[src/rtl/life_display_scan.sv]
// Display back end for the life engine: captures the serial cell stream into a
// frame store and row-scans it onto the LED matrix with blanking and a blinking cursor.

module life_row_store #(
  parameter int X = 8
) (
  input  logic         clk,
  input  logic         reset,
  input  logic         we,
  input  logic [X-1:0] wdata,
  output logic [X-1:0] q
);
  always_ff @(posedge clk) begin
    if (!reset)  q <= '0;
    else if (we) q <= wdata;
  end
endmodule

module life_display_scan #(
  parameter int X          = 8,
  parameter int Y          = 8,
  parameter int LOG2X      = 3,
  parameter int LOG2Y      = 3,
  parameter int DWELL      = 16,
  parameter int BLANK      = 2,
  parameter int BLINK_LOG2 = 3
) (
  input  logic                   clk,
  input  logic                   reset,
  input  logic                   nxt_bit,
  input  logic                   data_in,
  input  logic [LOG2X+LOG2Y-1:0] cnt,
  input  logic [LOG2X-1:0]       cursor_x,
  input  logic [LOG2Y-1:0]       cursor_y,
  input  logic                   cursor_en,
  output logic [X-1:0]           col,
  output logic [Y-1:0]           row_sel,
  output logic                   row_wr,
  output logic                   frame_tick
);
  typedef enum logic {S_BLANK, S_DRIVE} state_t;

  state_t                  state;
  logic [7:0]              phase;
  logic [LOG2Y-1:0]        row;
  logic [BLINK_LOG2:0]     blink_cnt;
  logic [X-2:0]            line_buf;
  logic [Y-1:0][X-1:0]     frame_q;
  logic [Y-1:0]            row_we;
  logic [LOG2X-1:0]        cx;
  logic [LOG2Y-1:0]        cy;
  logic                    in_range, last_x, line_done;
  logic [X-1:0]            line_word;
  logic [X-1:0]            disp;

  assign cx        = cnt[LOG2X-1:0];
  assign cy        = cnt[LOG2X+LOG2Y-1:LOG2X];
  assign in_range  = (int'(cx) < X) && (int'(cy) < Y);
  assign last_x    = (int'(cx) == X-1);
  assign line_done = nxt_bit && in_range && last_x;
  assign line_word = {data_in, line_buf[X-2:0]};

  // The last cell of a line is never stored here; it goes straight into the frame.
  always_ff @(posedge clk) begin
    if (!reset)                               line_buf     <= '0;
    else if (nxt_bit && in_range && !last_x)  line_buf[cx] <= data_in;
  end

  for (genvar i = 0; i < Y; i++) begin : g_row
    assign row_we[i] = line_done && (int'(cy) == i);
    life_row_store #(.X(X)) u_row (
      .clk   (clk),
      .reset (reset),
      .we    (row_we[i]),
      .wdata (line_word),
      .q     (frame_q[i])
    );
  end

  // A line landing on the row being driven is forwarded so it shows next cycle.
  always_comb begin
    disp = frame_q[row];
    if (line_done && (cy == row)) disp = line_word;
    if (cursor_en && (cursor_y == row) && blink_cnt[BLINK_LOG2])
      disp = disp ^ (X'(1) << cursor_x);
  end

  always_ff @(posedge clk) begin
    if (!reset) begin
      state      <= S_BLANK;
      phase      <= '0;
      row        <= '0;
      blink_cnt  <= '0;
      col        <= '0;
      row_sel    <= '0;
      row_wr     <= 1'b0;
      frame_tick <= 1'b0;
    end else begin
      row_wr     <= line_done;
      frame_tick <= 1'b0;
      col        <= '0;
      row_sel    <= '0;
      case (state)
        S_BLANK: begin
          if (phase == 8'(BLANK-1)) begin
            state <= S_DRIVE;
            phase <= '0;
          end else begin
            phase <= phase + 8'd1;
          end
        end
        S_DRIVE: begin
          row_sel <= Y'(1) << row;
          col     <= disp;
          if (phase == 8'(DWELL-1)) begin
            state <= S_BLANK;
            phase <= '0;
            if (row == LOG2Y'(Y-1)) begin
              row        <= '0;
              frame_tick <= 1'b1;
              blink_cnt  <= blink_cnt + 1'b1;
            end else begin
              row <= row + 1'b1;
            end
          end else begin
            phase <= phase + 8'd1;
          end
        end
      endcase
    end
  end
endmodule

[config.mk]
export PLATFORM = sky130hd
export DESIGN_NAME = life_display_scan
export DESIGN_NICKNAME = d
export VERILOG_FILES = /design/src/rtl/life_display_scan.sv
export SDC_FILE = /design/constraint.sdc
export NUM_CORES = 1
export LEC_CHECK = 0
export ABC_AREA = 1
export CAP_MARGIN = 10
export CORE_UTILIZATION = 50
export DETAILED_ROUTE_END_ITERATION = 7
export PLACE_DENSITY = 0.75
export SYNTH_ARGS = -nofsm -noshare
export SYNTH_HDL_FRONTEND = slang
export SYNTH_SLANG_ARGS = --single-unit
[constraint.sdc]
create_clock -name clk -period 1.8 [get_ports clk]
set_input_delay 0.18 -clock clk [delete_from_list [all_inputs] [get_ports clk]]
set_output_delay 0.18 -clock clk [all_outputs]
set_load 0.05 [all_outputs]
==> impl_metrics.csv <==
group,metric,value,unit
outcome,status,"complete, no violations",
route,drt_wl_total,11800,µm
worst_setup_path,rr_endpoint,"blink_cnt[0]$_SDFFE_PN0P_",
floorplanning,initial_core_util,0.517,
cells_and_area,instances_no_fill,854,
power_and_ir_drop,ir_drop,0.437,mV
min_path,min_to,"g_row[1].u_row.q[3]$_SDFFE_PN0P_",
min_path,hold_class,"reg -> reg",
floorplanning,fp.dieArea,9990,µm²
synth,synth_edf_count,0,
cells_and_area,nFillCells,880,
power_and_ir_drop,power.leakage,2.24,nW
power_and_ir_drop,power_switching,1.03,mW
cells_and_area,drive_gt1_frac,0.0869,
timing,hold_viol_final,0,
place,place_area,5380,µm²
synth,ys_warn_count,0,
synth,syn_nets,708,
power_and_ir_drop,p_seq_frac,0.584,
clock_tree,cts.sinks,105,
timing,max_freq,587,MHz
timing,worstMarginPinSlew,0.542,ns
clock_tree,cts_tree,"built",
route,drt_iter0_drc,255,
place,dp_cells,838,
synth,synth.distinct_cells,29,
global_route,grt_pass1_vias,4139,
floorplanning,die_w,100,µm
timing,period_share,0.947,
place,dpl.hpwl,8310,µm
floorplanning,die_y,100,µm
cells_and_area,stdcell_area,5580,µm²
worst_setup_path,path_max_fanout,7,
synth,synth_area,4800,µm²
timing,post-route-min-period,1.70,ns
global_route,grt_overflow,0,
global_route,grt_pass1_wl,19300,µm
clock_tree,htree_levels,3,
worst_setup_path,setup.worst_path.start_class,"flip-flop",
timing,fin_skew,0.00872,ns
power_and_ir_drop,total_power,4.10,mW
worst_setup_path,critPathKind,"reg -> reg",
cells_and_area,area_delta_synth_final,16.2,%
clock_tree,cts-buffers-inserted,9,
worst_setup_path,reg2reg_depth,7,
power_and_ir_drop,power_frac_comb,0.074,
floorplanning,core,9280,µm²
global_route,grt_max_degree,69,
global_route,grt_use_total,0.247,
cells_and_area,final_nets,745,
place,pre_cts_ws,-0.00246,ns
timing,slew_violations,0,
worst_setup_path,arrival,1.98,ns
power_and_ir_drop,swShare,0.251,
synth,synth_top_area_cell,"dfxtp_1",
power_and_ir_drop,clockPowerShare,0.342,
synth,yosysTopAreaCellShare,0.438,
timing,layout_setup_ws,0.0955,ns
place,place.gp.congestion,0.877,
route,route.detailed.drc,0,
worst_setup_path,reg2reg_from,"row[1]$_SDFFE_PN0P_",
route,via_count,4561,
global_route,antenna_found_initial,0,
clock_tree,clock_latency,0.37,ns
synth,seq_area_frac_synth,0.438,
place,io_buffers,34,
synth,synth-seq-cells,105,
route,drtPass1Iterations,5,
synth,ys_async_sr_fraction,0,
clock_tree,clock-root-buffer,"clkbuf_8",
route,vias_per_cell,5.34,
clock_tree,cts.path.max_buffers,2,
power_and_ir_drop,powerDensity,735,nW/µm²
route,drtAntennaViolNets,0,
route,routedWlPerCell,13.8,µm
worst_setup_path,worstPathRequired,2.07,ns
clock_tree,postCtsHoldBufs,0,
worst_setup_path,r2r_slack,0.1,ns
min_path,worstHoldPathCells,2,
synth,syn_inst,683,
floorplanning,io-pin-count,35,
timing,setup-violations-final,0,
job,cap_viol_max_count,0,
clock_tree,clk_pin_slew_worst_paths,0.10,ns
synth,synth.top_cells.by_area,"dfxtp_1, a21oi_1, nand3_1, nand2_1, o21ai_0",
floorplanning,num_rows,35,
timing,slew-limit-headroom,0.638,
min_path,min_from,"g_row[1].u_row.q[3]$_SDFFE_PN0P_",
power_and_ir_drop,intPower,3.07,mW
cells_and_area,diodes,0,
worst_setup_path,end_kind,"flip-flop",
synth,synth_area_per_cell,7.02,µm²
synth,synthFlopType,"dfxtp_1",
-- cell usage after synthesis, types with 3 or more instances --
cell type	number
nor2_4	3
inv_2	5
buf_4	3
buf_1	9
a21oi_1	80
nand2_1	104
nand4_1	15
inv_1	85
buf_2	13
xor2_1	3
o21ai_0	73
nor2_1	67
nand2_2	3
dfxtp_1	105
clkbuf_1	12
ha_1	8
nand3_1	78
-- state kept, by name, indices dropped and copies added, names as in the netlist, 3 cells and up --
signal,flops
row_sel,8
row,3
line_buf,7
blink_cnt,4
phase,8
col,8
g_row.u_row.q,64
-- layer usage --
layer	up-vias	track usage	routed length (µm)
met3	26	0.0418	499
met4	0	0.104	283
met1	2114	0.311	5270
met5	-	0	0
li1	2298	-	-
met2	123	0.420	5750
-- cells in the final DEF, fill, tap and decap left out, drive strengths merged, types with 2 or more instances in the layout --
| cell type | Yosys | final |
|---|---|---|
| ha | 8 | 8 |
| nor3b | 2 | 2 |
| a21oi | 80 | 80 |
| dfxtp | 105 | 105 |
| nand2 | 107 | 107 |
| clkbuf | 12 | 12 |
| nor2 | 72 | 72 |
| nand3 | 78 | 78 |
| nand4 | 17 | 17 |
| clkdlybuf4s50 | 0 | 34 |
| nor3 | 2 | 2 |
| clkinv | 1 | 3 |
| o21ai | 74 | 74 |
| a211oi | 2 | 2 |
| xor2 | 3 | 3 |
| inv | 91 | 92 |
| buf | 25 | 29 |
-- what timing repair did --
| action | CTS | global route |
|---|---|---|
| setup endpoints to repair | 0 | 4 |
| buffers inserted | 0 | 0 |
| resized for setup | 0 | 5 |
-- cells by family (layout without fill, tap and decap cells) --
group                      Yosys count  count (layout)  synth area share
AOI/OAI and AO/OA                  157             157             0.165
xor gates and xnor gates             4               4           0.00730
adders and majority gates            8               8            0.0209
buffers and inverters              129             171             0.107
DFF                                105             105             0.438
and+or+nand+nor                    280             280             0.261
-- critical path, stage by stage (launching register included) --
cell and delay, ns:
dfxtp_1 0.59, ha_1 0.29, ha_1 0.17, inv_1 0.07, nor2_2 0.19, inv_2 0.09, o21ai_0 0.15, a21oi_1 0.06
-- layout make-up --
cell class	count	area [µm²]	share of cell area
clock inverters	4	36.3	0.00651
repair buffers	63	587	0.105
clock buffers	12	155	0.0278
inverters	92	350	0.0628
flip-flops and latches	105	2100	0.377
well taps	129	161	0.0289
multi-input cells	449	2180	0.391
-- metrics by stage --
stage                     setup TNS [ns]   util  hold WS [ns]
after CTS                              0  0.600         0.458
after global routing            -0.00815  0.601         0.479
after floorplan                        0      -         0.372
after global placement                 0  0.579         0.436
after detailed placement        -0.00246  0.579         0.443
final                                  0  0.601         0.456
-- how the worst max path moves through the flow --
stage,slack [ns],end,start
after floorplan,0.34,blink_cnt[0]$_SDFFE_PN0P_,phase[0]$_SDFF_PN0_
after global placement,0.06,g_row[0].u_row.q[0]$_SDFFE_PN0P_,nxt_bit
after detailed placement,-0.002,g_row[0].u_row.q[0]$_SDFFE_PN0P_,cnt[1]
after CTS,0.09,row_sel[1],row_sel[1]$_SDFF_PP0_
after global routing,-0.008,blink_cnt[0]$_SDFFE_PN0P_,row[1]$_SDFFE_PN0P_
final,0.1,blink_cnt[0]$_SDFFE_PN0P_,row[1]$_SDFFE_PN0P_
-- power groups by stage --
stage,Combinational (mW),Clock (mW),Sequential (mW)
2_1_floorplan,0.174,0,2.44
3_3_place_gp,0.289,0,2.44
3_5_place_dp,0.299,0,2.45
4_1_cts,0.300,1.44,2.39
5_1_grt,0.341,1.53,2.40
6_report,0.302,1.40,2.39
No activity file was read; power rests on OpenSTA's default activity.
